**config.mk**
```make
export PLATFORM = sky130hd
export DESIGN_NAME = encode_pack
export DESIGN_NICKNAME = d
export VERILOG_FILES = /design/src/rtl/encode_pack.sv
export SDC_FILE = /design/constraint.sdc
export NUM_CORES = 1
export LEC_CHECK = 0
export ABC_AREA = 1
export CORE_ASPECT_RATIO = 2
export CORE_MARGIN = 2
export CORE_UTILIZATION = 40
export CTS_CLUSTER_SIZE = 10
export DETAILED_ROUTE_END_ITERATION = 10
export DONT_BUFFER_PORTS = 1
export PLACE_DENSITY_LB_ADDON = 0.05
export SETUP_SLACK_MARGIN = 0.5
export SYNTH_ARGS = -nofsm -noshare
export SYNTH_HDL_FRONTEND = slang
export SYNTH_SLANG_ARGS = --single-unit
```
**constraint.sdc**
```tcl
create_clock -name clk -period 2.4 [get_ports clk]
set_input_delay 0.12 -clock clk [delete_from_list [all_inputs] [get_ports clk]]
set_output_delay 0.12 -clock clk [all_outputs]
set_load 0.05 [all_outputs]
```
**src/rtl/encode_pack.sv**
```systemverilog
// encode_pack: output bit packer for the LZS encode path.
//
// Concatenates variable-width codes MSB-first into a bit stream and emits
// the stream as bytes toward the output FIFO. On end of stream it zero-pads
// the final partial byte, then pulses all_end once and parks until reset.
//
// Ports
//   clk        rising-edge clock
//   rst        synchronous, active-high reset
//   ce_encode  block enable; low freezes all state
//   in_valid   code present on in_data/in_width
//   in_data    right-justified code; bits at/above in_width ignored
//   in_width   code length 0..IN_WIDTH
//   in_end     last-code/flush request, qualified like in_ack
//   in_ack     combinational; code taken at this edge
//   fo_full    output FIFO full; blocks byte emission
//   out_data   packed byte (registered)
//   out_valid  one-cycle strobe per byte (registered)
//   all_end    one-cycle pulse after the final byte (registered)
module encode_pack #(
    parameter int IN_WIDTH       = 13,
    parameter int NEED_STR_WIDTH = 4,
    parameter int OUT_WIDTH      = 8
) (
    input  logic                      clk,
    input  logic                      rst,
    input  logic                      ce_encode,
    input  logic                      in_valid,
    input  logic [IN_WIDTH-1:0]       in_data,
    input  logic [NEED_STR_WIDTH-1:0] in_width,
    input  logic                      in_end,
    output logic                      in_ack,
    input  logic                      fo_full,
    output logic [OUT_WIDTH-1:0]      out_data,
    output logic                      out_valid,
    output logic                      all_end
);

    // Buffer holds up to 7 leftover bits plus one full-width code.
    localparam int BUF_W = 24;
    localparam int CNT_W = 5;

    typedef enum logic [1:0] {
        S_RUN,
        S_FLUSH,
        S_DONE
    } state_t;

    logic [BUF_W-1:0] r_buf;
    logic [CNT_W-1:0] r_cnt;
    state_t           r_state;

    logic                w_take;
    logic                w_emit;
    logic [IN_WIDTH-1:0] w_mask;
    logic [BUF_W-1:0]    w_code_ext;
    logic [CNT_W-1:0]    w_shamt;
    logic [BUF_W-1:0]    w_place;

    // Inputs are only looked at while fewer than one byte is buffered, so a
    // take and an emit can never happen in the same cycle.
    assign w_take = ce_encode & ~rst & (r_state == S_RUN) & (r_cnt < CNT_W'(8));
    assign in_ack = w_take & in_valid;

    assign w_emit = ce_encode & (r_cnt >= CNT_W'(8)) & ~fo_full & (r_state != S_DONE);

    // Mask off stray bits above the code width, then left-align the code
    // directly below the bits already held. With cnt<8 and width<=13 the
    // shift amount never goes negative.
    assign w_mask     = ~({IN_WIDTH{1'b1}} << in_width);
    assign w_code_ext = {{(BUF_W-IN_WIDTH){1'b0}}, in_data & w_mask};
    assign w_shamt    = CNT_W'(BUF_W) - r_cnt - CNT_W'(in_width);
    assign w_place    = w_code_ext << w_shamt;

    always_ff @(posedge clk) begin
        if (rst) begin
            r_buf     <= '0;
            r_cnt     <= '0;
            r_state   <= S_RUN;
            out_data  <= '0;
            out_valid <= 1'b0;
            all_end   <= 1'b0;
        end else begin
            out_valid <= 1'b0;
            all_end   <= 1'b0;
            if (ce_encode) begin
                case (r_state)
                    S_RUN: begin
                        if (w_emit) begin
                            out_data  <= r_buf[BUF_W-1 -: OUT_WIDTH];
                            out_valid <= 1'b1;
                            r_buf     <= r_buf << OUT_WIDTH;
                            r_cnt     <= r_cnt - CNT_W'(OUT_WIDTH);
                        end else if (w_take) begin
                            if (in_valid) begin
                                r_buf <= r_buf | w_place;
                                r_cnt <= r_cnt + CNT_W'(in_width);
                            end
                            if (in_end)
                                r_state <= S_FLUSH;
                        end
                    end
                    S_FLUSH: begin
                        if (w_emit) begin
                            out_data  <= r_buf[BUF_W-1 -: OUT_WIDTH];
                            out_valid <= 1'b1;
                            r_buf     <= r_buf << OUT_WIDTH;
                            r_cnt     <= r_cnt - CNT_W'(OUT_WIDTH);
                        end else if (r_cnt != '0) begin
                            // Partial byte: bits below the residue are already
                            // zero, so the top byte is the padded output.
                            if (!fo_full) begin
                                out_data  <= r_buf[BUF_W-1 -: OUT_WIDTH];
                                out_valid <= 1'b1;
                                r_buf     <= '0;
                                r_cnt     <= '0;
                            end
                        end else begin
                            all_end <= 1'b1;
                            r_state <= S_DONE;
                        end
                    end
                    default: ;
                endcase
            end
        end
    end

endmodule

```
-- Yosys cells after proc, flatten, opt, wreduce, memory -nomap -nowiden
Cells that the tools add are included.
- register bits after elaboration: 41
- add/subtract/negate cells: 4
- $lt $le $gt $ge: 2
- equal/unequal tests: 12
- shift-type cells: 2
- mux-type cells: 31
- bitwise gates (word level): 14
- reduce and logical (&&, ||, !) cells: 8
- operators by type and width (kind ; number):
    two-way mux 24 bit ; 6
    one-hot mux 24 bit (2 select lines) ; 1
    two-way mux 8 bit ; 4
    two-way mux 5 bit ; 6
    OR 24 bit ; 1
    left shift 13 x 5 -> 24 bit ; 1
    one-hot mux 8 bit (2 select lines) ; 1
    != test 2 bit, second input constant ; 7
    bitwise AND 13 bit ; 1
    inverter 13 bit ; 1
    left shift 13 x 4 -> 13 bit, first input constant ; 1
    != test 3 bit, second input constant ; 4
    two-way mux 2 bit ; 5
    one-hot mux 5 bit (2 select lines) ; 1
    bitwise AND 1 bit ; 7
    AND reduction 7 bit ; 1
    AND reduction 6 bit ; 1
    adder 5 x 4 -> 5 bit ; 1
    greater-or-equal comparator 5 x 4 -> 1 bit, second input constant ; 1
    < comparator 5 x 4 -> 1 bit, second input constant ; 1
    two-way mux 1 bit ; 5
    AND reduction 5 bit ; 1
    nonzero test 5 bit ; 1
    subtractor 5 x 4 -> 5 bit ; 1
    other kinds (10) ; 13

-- Longest topological paths before layout
Gate-level depths: netlist of the first run.
- depth after elaboration: 9
- depth in mapped cells: 15
- gate-level depth less buffers: 15

-- Worst setup path before layout of the first run
No wires, ideal clock.
- path type: register -> register
- start point: reg r_cnt[1]
- end point: reg r_buf[17]
- data arrival time: 2.329 ns
- required time: 2.330 ns
- setup slack: 0.002 ns
- stages on the path, launching flop included: 14
- buffers on the path: 2
- clock period less this slack: 2.398 ns
- cell sequence: dfxtp_1 ha_1 inv_1 ha_1 fa_1 clkbuf_1 inv_1 buf_2 nand3_1 nor2_1 nand2_1 nand3_1 nand2_1 a21oi_1
- longest elaborated chain between the ends: 8
- elaborated cells between the ends (all ways): 21
- those cells by class: 2 x add/sub; 2 x order compare; 4 x eq/ne; 1 x shift; 5 x mux; 5 x bitwise; 2 x reduce/logical
- ends and longest elaborated chain (item ; RTL line ; source):
    start: declaration ; 50 ; logic [CNT_W-1:0] r_cnt;
    start signal: assignment ; 93 ; r_cnt <= r_cnt - CNT_W'(OUT_WIDTH);
    start signal: assignment ; 97 ; r_cnt <= r_cnt + CNT_W'(in_width);
    start signal: assignment ; 108 ; r_cnt <= r_cnt - CNT_W'(OUT_WIDTH);
    subtractor 5 bit ; 72 ; assign w_shamt = CNT_W'(BUF_W) - r_cnt - CNT_W'(in_width);
    subtractor 5 x 4 -> 5 bit ; 72 ;
    left shift 13 x 5 -> 24 bit ; 73 ; assign w_place = w_code_ext << w_shamt;
    OR 24 bit ; 96 ; r_buf <= r_buf | w_place;
    two-way mux 24 bit ; 95 ; if (in_valid) begin
    two-way mux 24 bit ; 94 ; end else if (w_take) begin
    two-way mux 24 bit ; 89 ; if (w_emit) begin
    one-hot mux 24 bit (2 select lines) ; 87 ; case (r_state)
    end signal: assignment ; 92 ; r_buf <= r_buf << OUT_WIDTH;
    end signal: assignment ; 96 ;
    end signal: assignment ; 107 ; r_buf <= r_buf << OUT_WIDTH;
    end: declaration ; 49 ; logic [BUF_W-1:0] r_buf;
Parallel ways exist; a longest one is shown, timed or not. The select of a mux whose other input is x is not followed.
A chain may end at the register's enable or synchronous reset.

-- Final worst setup path of the first run
- start point: reg r_cnt[1]
- end point: reg r_buf[19]
Same word-level chain as after synthesis.

==> run_results.csv, run 1 <==
group,metric,value,unit
sta,whs,0.03141,ns
drt,vias_per_cell,5.346,
setup_path,crit_path_top_delay_cell,"fa_2",
setup_path,worstPathArrival,2.54,ns
finish,multi_input_area,2457,sq um
finish,antenna_cells,0,
power,powerDensity,777.1,nW/um^2
grt,grt_pass1_wl,15300,um
setup_path,start_kind,"register",
clock_tree,cts_tree,"done",
logic_synthesis,ys_warn_count,0,
die,die_area,8511,sq um
sta,setup_violations,0,
drt,drt_first_iter_violations,127,
power,p_clk_frac,0.203,
finish,layout.cells.most_common,"nand2_1",
grt,grt_pass1_vias,3253,
clock_tree,clk-insertion-delay-late,0.28,ns
placement,placed_cells,583,
flow_run,cap_violations,0,
clock_tree,clockRootBuffer,"clkbuf_16",
setup_path,critPathRequiredTime,2.56,ns
logic_synthesis,yosysSeqAreaShare,0.2648,
sta,slew_headroom,0.6623,
sta,tightest_slew,0.5059,ns
finish,final_util,0.5486,
grt,grt_start_max_net_pins,18,
drt,ant_nets,0,
finish,nets,554,
setup_path,path_max_fanout,8,
placement,routabilityCongestion,0.9684,
grt,overflow,0,
power,internal_power,1.816,mW
clock_tree,clkTransAtPathRegs,0.06,ns
placement,port-buffer-count,0,
logic_synthesis,synth_cells,490,
finish,area_growth,33.55,%
die,core,7545,sq um
logic_synthesis,netlist_area,3099,sq um
power,swShare,0.4353,
clock_tree,cts_made_buffers,5,
die,start_util,0.4108,
drt,dr.pass1.iters,4,
setup_path,crit_chain,"ha_4 > inv_2 > ha_4 > fa_2 > inv_8 > buf_12 > buf_6 > nand3_4 > nand3_2 > nand2_1 > nand2_1 > nand2_1 > a21oi_1",
logic_synthesis,synth_area_leaders,"dfxtp_1 (26%), nand2_1 (18%), nand3_1 (15%)",
drt,wl_per_cell,15.68,um
drt,drc,0,
finish,layout-drive-gt1-share,0.3012,
logic_synthesis,yosys_most_used_dff,"dfxtp_1",
drt,wl,9597,um
grt,antenna_found_initial,0,
finish,stdcell_area,4139,sq um
power,p_comb_frac,0.552,
die,die_x,66.24,um
logic_synthesis,synth_top_area_share,0.2648,
setup_path,cpPeakStageDelay,0.66,ns
placement,post_dp_cell_area,3378,sq um
logic_synthesis,synth_enable_flop_cells,0,
sta,period_share,0.9939,
logic_synthesis,synth_top_area_cell,"dfxtp_1",
sta,grt_setup_unrepaired,"yes",
worst_hold_path,min_path_type,"in2reg",
die,fp.dieH,128.5,um
finish,mostFrequentLayoutCells,"nand2_1 (129), nand3_1 (59), dfxtp_1 (40)",
grt,grt.total_usage,0.2315,
logic_synthesis,ys_ff_latch,41,
drt,vias,3272,
logic_synthesis,async_reset_ff_frac,0,
sta,slew_violations,0,
finish,ff_latch_area,824.5,sq um
sta,fin_tns_setup,0,ns
logic_synthesis,ys_types,36,
clock_tree,cts_max_path_buffers,2,
clock_tree,numClockSinks,41,
power,ir_drop,0.3750,mV
sta,fmax,419.2,MHz
setup_path,crit_top_cell,"nand2_1",
finish,fillers,785,
die,num_rows,45,
sta,finalCriticalPeriod,2.385,ns
finish,layoutNonFillerInstCount,612,
setup_path,endpoint_kind,"register",
power,p_switching,1.400,mW
outcome,status,"finished clean",
power,seqPwrFrac,0.246,
sta,finalClockSkew,0.004496,ns
sta,hold_viol_final,0,
power,p_leak,1.819,nW
setup_path,crit_type,"reg2reg",
placement,hpwl,7191,um
clock_tree,htree_levels,2,
die,io_pins,34,
logic_synthesis,synth_area_per_cell,6.325,sq um
logic_synthesis,synth_nets,527,
area by class of cell:
type,instances,share of cell area
Tap cell,94,0.02842
Clock buffer,6,0.03114
Multi-Input combinational cell,378,0.5937
Inverter,53,0.05079
Timing Repair Buffer,38,0.09432
Sequential cell,41,0.1992
Clock inverter,2,0.002418
critical path: cells and delay by family, from the launching register on:
kind	cells	cell delay, ns
AND/OR/NAND/NOR	5	0.35
buffers and inverters	4	0.38
AO/OA/AOI/OAI	1	0.06
adder cells (fa/ha/maj)	3	1.08
flip-flops	1	0.35
layer usage:
metal  global-route usage  share of wire
met1               0.2258           0.36
met2               0.4459           0.56
met3              0.02797          0.027
met4               0.1309          0.055
met5                    0              0
final timing paths:
path,startpoint,to,slack (ns),cells past startpoint
min,ce_encode,all_end,0.03,2
max,r_cnt[1],r_buf[19],0.01,13
max reg2reg,r_cnt[1],r_buf[19],0.01,13
min reg2reg,r_buf[23],r_buf[23],0.45,2
flip-flops by register name, indices dropped and copies added, names as in the netlist:
register   count
all_end        1
out_data       8
out_valid      1
r_buf         24
r_cnt          5
r_state        2
power groups by stage:
| stage | logic [mW] | clock network, mW | registers [mW] |
|---|---|---|---|
| finish | 1.77 | 0.652 | 0.791 |
| global route | 1.92 | 0.702 | 0.797 |
| CTS | 1.53 | 0.668 | 0.791 |
| detailed placement | 1.23 | 0 | 0.807 |
| global placement | 1.24 | 0 | 0.806 |
| floorplan | 0.967 | 0 | 0.803 |
stage by stage:
stage	setup slack, ns	total power [mW]
after floorplan	0.2769	1.770
after global placement	0.06056	2.044
after detailed placement	0.04901	2.042
after CTS	0.04308	2.985
after global routing	-0.07770	3.421
final	0.01473	3.217
Yosys cell counts (all sizes together), types with 2 or more instances:
library cell,count
clkinv,3
a21oi,30
nand4,12
nand2,153
o22ai,2
nand3,99
buf,13
dfxtp,41
inv,50
fa,3
xor2,3
clkbuf,5
nor2,33
ha,11
o21ai,25
logic make-up after synthesis:
family | share of synthesized area
AND/OR/NAND/NOR | 0.4550
buffers and inverters | 0.09528
AO/OA/AOI/OAI | 0.1098
flip-flops | 0.2648
adder cells (fa/ha/maj) | 0.06379
XOR/XNOR | 0.01131
what timing repair did:
action / CTS / global route
setup buffers: 15 / 3
setup endpoints to repair: 31 / 37
gates cloned: 1 / 0
resized for setup: 39 / 56
hold endpoints to repair: 7 / 0
pin swaps: 19 / 26
hold buffers: 2 / 0
Note: power is estimated with default switching activity, not from simulation.
==> run 2, diff against run 1 <==
--- a/config.mk
+++ b/config.mk
@@ -8,7 +8,7 @@
 export ABC_AREA = 1
 export CORE_ASPECT_RATIO = 2
 export CORE_MARGIN = 2
-export CORE_UTILIZATION = 40
+export CORE_UTILIZATION = 25
 export CTS_CLUSTER_SIZE = 10
 export DETAILED_ROUTE_END_ITERATION = 10
 export DONT_BUFFER_PORTS = 1
==> run 2 against run 1 <==
  * Highest routed layer unchanged
  * Worst setup slack better by 0.095 ns
  * Register-to-register slack better by 0.095 ns
  * Final cell count up 9.0%
==> run_results.csv, run 2 (synthesis gave the netlist of run 1 again) <==
group,metric,value,unit
outcome,status,"finished clean",
die,num_rows,57,
sta,slew_violations,0,
die,start_util,0.2556,
flow_run,cap_violations,0,
finish,multi_input_area,2445,sq um
power,total_power,3.321,mW
sta,fin_tns_setup,0,ns
setup_path,start_kind,"register",
placement,post_dp_cell_area,3500,sq um
worst_hold_path,hold_depth,2,
power,powerDensity,783.9,nW/um^2
setup_path,cpPeakStageDelay,0.64,ns
setup_path,timing.rr.start,"r_cnt[1]",
clock_tree,cts_max_path_buffers,2,
clock_tree,clk-insertion-delay-late,0.28,ns
finish,antenna_cells,0,
die,core,12120,sq um
clock_tree,htree_levels,2,
finish,fillers,1381,
die,die_x,82.73,um
finish,largest_reg_flops,24,
worst_hold_path,holdPathEnd,"all_end",
setup_path,endpoint_kind,"register",
setup_path,worstPathArrival,2.44,ns
drt,vias,3240,
die,fp.dieH,161.5,um
power,ir_drop,0.4100,mV
placement,hpwl,8602,um
sta,finalCriticalPeriod,2.290,ns
clock_tree,numClockSinks,41,
grt,grt_pass1_vias,3388,
die,io_pins,34,
placement,placed_cells,640,
finish,mostFrequentLayoutCells,"nand2_1 (130), nand3_1 (59), dfxtp_1 (40)",
finish,nets,556,
setup_path,reg2reg_slack,0.11,ns
grt,grt.total_usage,0.1729,
drt,ant_nets,0,
finish,area_growth,36.70,%
clock_tree,clockRootBuffer,"clkbuf_16",
setup_path,crit_chain,"ha_4 > inv_2 > ha_4 > fa_2 > inv_6 > buf_12 > buf_6 > nand3_4 > nand3_2 > nand2_1 > nand2_1 > nand2_1 > a21oi_1",
sta,setup_violations,0,
setup_path,crit_top_cell,"nand2_1",
setup_path,crit_type,"reg2reg",
placement,port-buffer-count,0,
sta,hold_viol_final,0,
setup_path,critPathRequiredTime,2.55,ns
sta,whs,0.02116,ns
drt,wl_per_cell,15.93,um
sta,fmax,436.6,MHz
worst_hold_path,min_path_type,"in2reg",
grt,antenna_found_initial,0,
drt,vias_per_cell,4.858,
die,die_area,13360,sq um
sta,grt_setup_unrepaired,"yes",
finish,largestRegisters,"r_buf: 24 flops, out_data: 8 flops, r_cnt: 5 flops",
sta,finalClockSkew,0.005576,ns
clock_tree,cts_tree,"done",
finish,layout.cells.most_common,"nand2_1",
setup_path,path_max_fanout,6,
drt,wl,10630,um
finish,layout-drive-gt1-share,0.3019,
clock_tree,clkTransAtPathRegs,0.06,ns
power,p_leak,1.811,nW
drt,dr.pass1.iters,4,
grt,overflow,0,
drt,drt_first_iter_violations,77,
finish,ff_latch_area,824.5,sq um
setup_path,crit_path_top_delay_cell,"fa_2",
sta,period_share,0.9543,
drt,drc,0,
sta,tightest_slew,0.5055,ns
finish,stdcell_area,4237,sq um
worst_hold_path,hp-start,"ce_encode",
grt,grt_start_max_net_pins,22,
clock_tree,cts_made_buffers,5,
grt,grt_pass1_wl,17450,um
placement,routabilityCongestion,0.8297,
sta,slew_headroom,0.6625,
finish,layoutNonFillerInstCount,667,
setup_path,reg2regPathDepth,13,
finish,top_register,"r_buf",
setup_path,reg2reg_to,"r_buf[19]",
[run 2: worst max path at each step]
stage                        start        end  slack [ns]  cells after the start
after floorplan           r_cnt[1]  r_buf[10]        0.28                     13
after global placement    r_cnt[1]  r_buf[14]        0.14                     12
after detailed placement  r_cnt[1]  r_buf[22]        0.13                     14
after CTS                 r_cnt[1]  r_buf[21]        0.11                     14
after global routing      r_cnt[1]  r_buf[23]      -0.007                     14
final                     r_cnt[1]  r_buf[19]        0.11                     13
[run 2: timing repair]
| action | in CTS | in global routing |
|---|---|---|
| endpoints found under the hold margin | 7 | 6 |
| endpoints found under the setup margin | 34 | 36 |
| pin swaps | 21 | 8 |
| hold buffers | 1 | 1 |
| buffers inserted | 14 | 2 |
| resized for setup | 63 | 23 |
| cloned | 1 | 0 |
[run 2: cell type report]
cell class | instances | share of cell area
Tap cell | 147 | 0.04341
Multi-Input combinational cell | 378 | 0.5771
Sequential cell | 41 | 0.1946
Timing Repair Buffer | 40 | 0.1007
Inverter | 53 | 0.04962
Clock inverter | 3 | 0.005021
Clock buffer | 5 | 0.02953
[run 2: per-layer routing]
metal | share of wire | wire [um] | vias to the layer above | track usage
met5 | 0 | 0 | - | 0
met4 | 0.039 | 410 | 0 | 0.06930
met3 | 0.023 | 244 | 22 | 0.01620
met2 | 0.58 | 6141 | 61 | 0.3380
met1 | 0.36 | 3829 | 1486 | 0.1764
li1 | - | - | 1671 | -
[run 2: critical path, delay by kind of cell, from the launching register on]
| kind | cells | cell delay (ns) |
|---|---|---|
| flops | 1 | 0.35 |
| compound gates | 1 | 0.06 |
| buf+inv | 4 | 0.37 |
| fa+ha+maj | 3 | 1.05 |
| simple gates | 5 | 0.35 |
[run 2: stage by stage]
stage	setup slack [ns]	util
global placement	0.1405	0.2886
finish	0.1097	0.3494
CTS	0.1133	0.3391
global route	-0.007236	0.3494
floorplan	0.2769	-
detailed placement	0.1273	0.2886
[run 2: power breakdown]
part	leakage (nW)	total [mW]	internal [mW]	switching, mW
Sequential	0.332	0.791	0.724	0.0672
Clock	0.0664	0.677	0.386	0.291
Combinational	1.41	1.85	0.759	1.09
==> run 3, diff against run 2 <==
--- a/config.mk
+++ b/config.mk
@@ -6,14 +6,17 @@
 export NUM_CORES = 1
 export LEC_CHECK = 0
 export ABC_AREA = 1
+export CELL_PAD_IN_SITES_DETAIL_PLACEMENT = 1
+export CELL_PAD_IN_SITES_GLOBAL_PLACEMENT = 2
 export CORE_ASPECT_RATIO = 2
 export CORE_MARGIN = 2
-export CORE_UTILIZATION = 25
+export CORE_UTILIZATION = 31
 export CTS_CLUSTER_SIZE = 10
 export DETAILED_ROUTE_END_ITERATION = 10
 export DONT_BUFFER_PORTS = 1
 export PLACE_DENSITY_LB_ADDON = 0.05
 export SETUP_SLACK_MARGIN = 0.5
+export SLEW_MARGIN = 0
 export SYNTH_ARGS = -nofsm -noshare
 export SYNTH_HDL_FRONTEND = slang
 export SYNTH_SLANG_ARGS = --single-unit
==> run 3 against run 2 <==
  * Global-route usage increased by 4.5 points
  * Combinational power increased by 4%
  * Die area decreased by 19%
  * Sequential share of layout area decreased by 0.50 points
  * Critical path depth decreased by 1
  * Routed wire length increased by 4.5%
  * Final cell count unchanged
  * Worst setup slack got worse by 0.0012 ns
  * First-iteration DRC count decreased by 10%
  * Sequential power about the same
  * Register-to-register slack about the same
  * Critical path type unchanged
  * Critical endpoint is now r_buf[5]
  * Highest routed layer unchanged
==> run_results.csv, run 3 (synthesis gave the netlist of run 1 again) <==
group,metric,value,unit
sta,fmax,436.4,MHz
die,io_pins,34,
sta,slew_headroom,0.6657,
clock_tree,cts_max_path_buffers,2,
sta,finalClockSkew,0.005046,ns
grt,grt_start_max_net_pins,19,
placement,post_dp_cell_area,3471,sq um
power,ir_drop,0.3272,mV
setup_path,crit_path_top_delay_cell,"fa_2",
die,core,9763,sq um
setup_path,start_kind,"register",
power,total_power,3.471,mW
drt,dr.pass1.iters,3,
setup_path,endpoint_kind,"register",
sta,finalCriticalPeriod,2.291,ns
drt,wl,11110,um
finish,nets,571,
setup_path,path_delay_family,"adder cells",
grt,antenna_found_initial,0,
setup_path,path_max_fanout,4,
setup_path,crit_buf_inv,5,
clock_tree,cts_made_buffers,5,
grt,grt_pass1_vias,3585,
flow_run,cap_violations,0,
sta,slew_violations,0,
grt,grt.total_usage,0.2175,
grt,grt_pass1_wl,18240,um
finish,layout.cells.most_common,"nand2_1",
finish,layout-drive-gt1-share,0.3308,
sta,grt_setup_unrepaired,"yes",
finish,largestRegisters,"r_buf: 24 flops, out_data: 8 flops, r_cnt: 5 flops",
placement,routabilityCongestion,0.8776,
finish,largest_reg_flops,24,
drt,drt_first_iter_violations,69,
setup_path,crit_chain,"ha_4 > inv_2 > ha_4 > fa_2 > buf_6 > buf_8 > nand3_4 > nand2_4 > buf_4 > buf_4 > nand3_2 > a21oi_2",
finish,stdcell_area,4355,sq um
finish,area_growth,40.53,%
sta,tightest_slew,0.5007,ns
placement,port-buffer-count,0,
finish,fillers,1257,
placement,hpwl,8907,um
worst_hold_path,min_path_type,"in2reg",
sta,hold_viol_final,0,
clock_tree,htree_levels,2,
grt,overflow,0,
sta,period_share,0.9548,
die,die_x,74.70,um
clock_tree,clk-insertion-delay-late,0.28,ns
drt,wl_per_cell,16.65,um
die,start_util,0.3174,
setup_path,critPathRequiredTime,2.62,ns
finish,mostFrequentLayoutCells,"nand2_1 (125), nand3_1 (57), dfxtp_1 (39)",
drt,ant_nets,0,
setup_path,cpPeakStageDelay,0.60,ns
clock_tree,numClockSinks,41,
setup_path,crit_type,"reg2reg",
die,die_area,10860,sq um
finish,top_register,"r_buf",
drt,vias,3344,
drt,drc,0,
finish,antenna_cells,0,
setup_path,worstPathArrival,2.52,ns
die,fp.dieH,145.4,um
power,powerDensity,797.0,nW/um^2
clock_tree,clockRootBuffer,"clkbuf_16",
drt,vias_per_cell,5.013,
clock_tree,cts_tree,"done",
die,num_rows,51,
finish,multi_input_area,2425,sq um
finish,ff_latch_area,825.8,sq um
sta,setup_violations,0,
clock_tree,clkTransAtPathRegs,0.06,ns
power,p_leak,1.892,nW
outcome,status,"finished clean",
[run 3: worst paths after layout]
path / from / end / slack, ns / depth (start not counted)
setup / recovery: r_cnt[1] / r_buf[5] / 0.11 / 12
hold / removal: fo_full / out_valid / 0.02 / 3
setup reg to reg: r_cnt[1] / r_buf[5] / 0.11 / 12
hold reg to reg: r_buf[12] / r_buf[12] / 0.45 / 2
[run 3: tightest hold or removal path: stages]
cell      delay [ns]
nor2_1          0.02
nand2_1         0.05
a211oi_1        0.06
[run 3: per-stage QoR]
| step | setup slack (ns) | instances | util | setup TNS (ns) | hold WS, ns |
|---|---|---|---|---|---|
| 2_1_floorplan | 0.2769 | 490 | - | 0 | 0.2755 |
| 3_3_place_gp | 0.05384 | 627 | 0.3555 | 0 | 0.1894 |
| 3_5_place_dp | -0.01242 | 627 | 0.3555 | -0.01242 | 0.1917 |
| 4_1_cts | 0.06525 | 656 | 0.4163 | 0 | 0.01823 |
| 5_1_grt | 0.007930 | 667 | 0.4461 | 0 | 0.03281 |
| 6_report | 0.1085 | 667 | 0.4461 | 0 | 0.02398 |
[run 3: layout make-up]
class                   count  area share
flip-flops and latches     41      0.1896
multi-input cells         378      0.5567
clock buffers               8     0.03849
well taps                 132     0.03792
inverters                  53     0.05027
repair buffers             55      0.1270
[run 3: where the power goes]
group          internal (mW)  switching (mW)
clock                  0.478           0.278
sequential             0.724          0.0685
combinational          0.817            1.11
[run 3: metal layers]
layer	vias up	wire length, um	GRT usage
li1	1693	-	-
met1	1589	3951	0.2215
met2	45	6667	0.4257
met3	17	153	0.01731
met4	0	333	0.08571
met5	-	0	0
[run 3: timing repair]
action | CTS | global route
endpoints found under the setup margin | 32 | 33
gates resized for setup | 56 | 47
endpoints found under the hold margin | 7 | 0
pin swaps | 25 | 40
gates cloned | 0 | 1
setup buffers | 19 | 10
hold buffers | 2 | 0
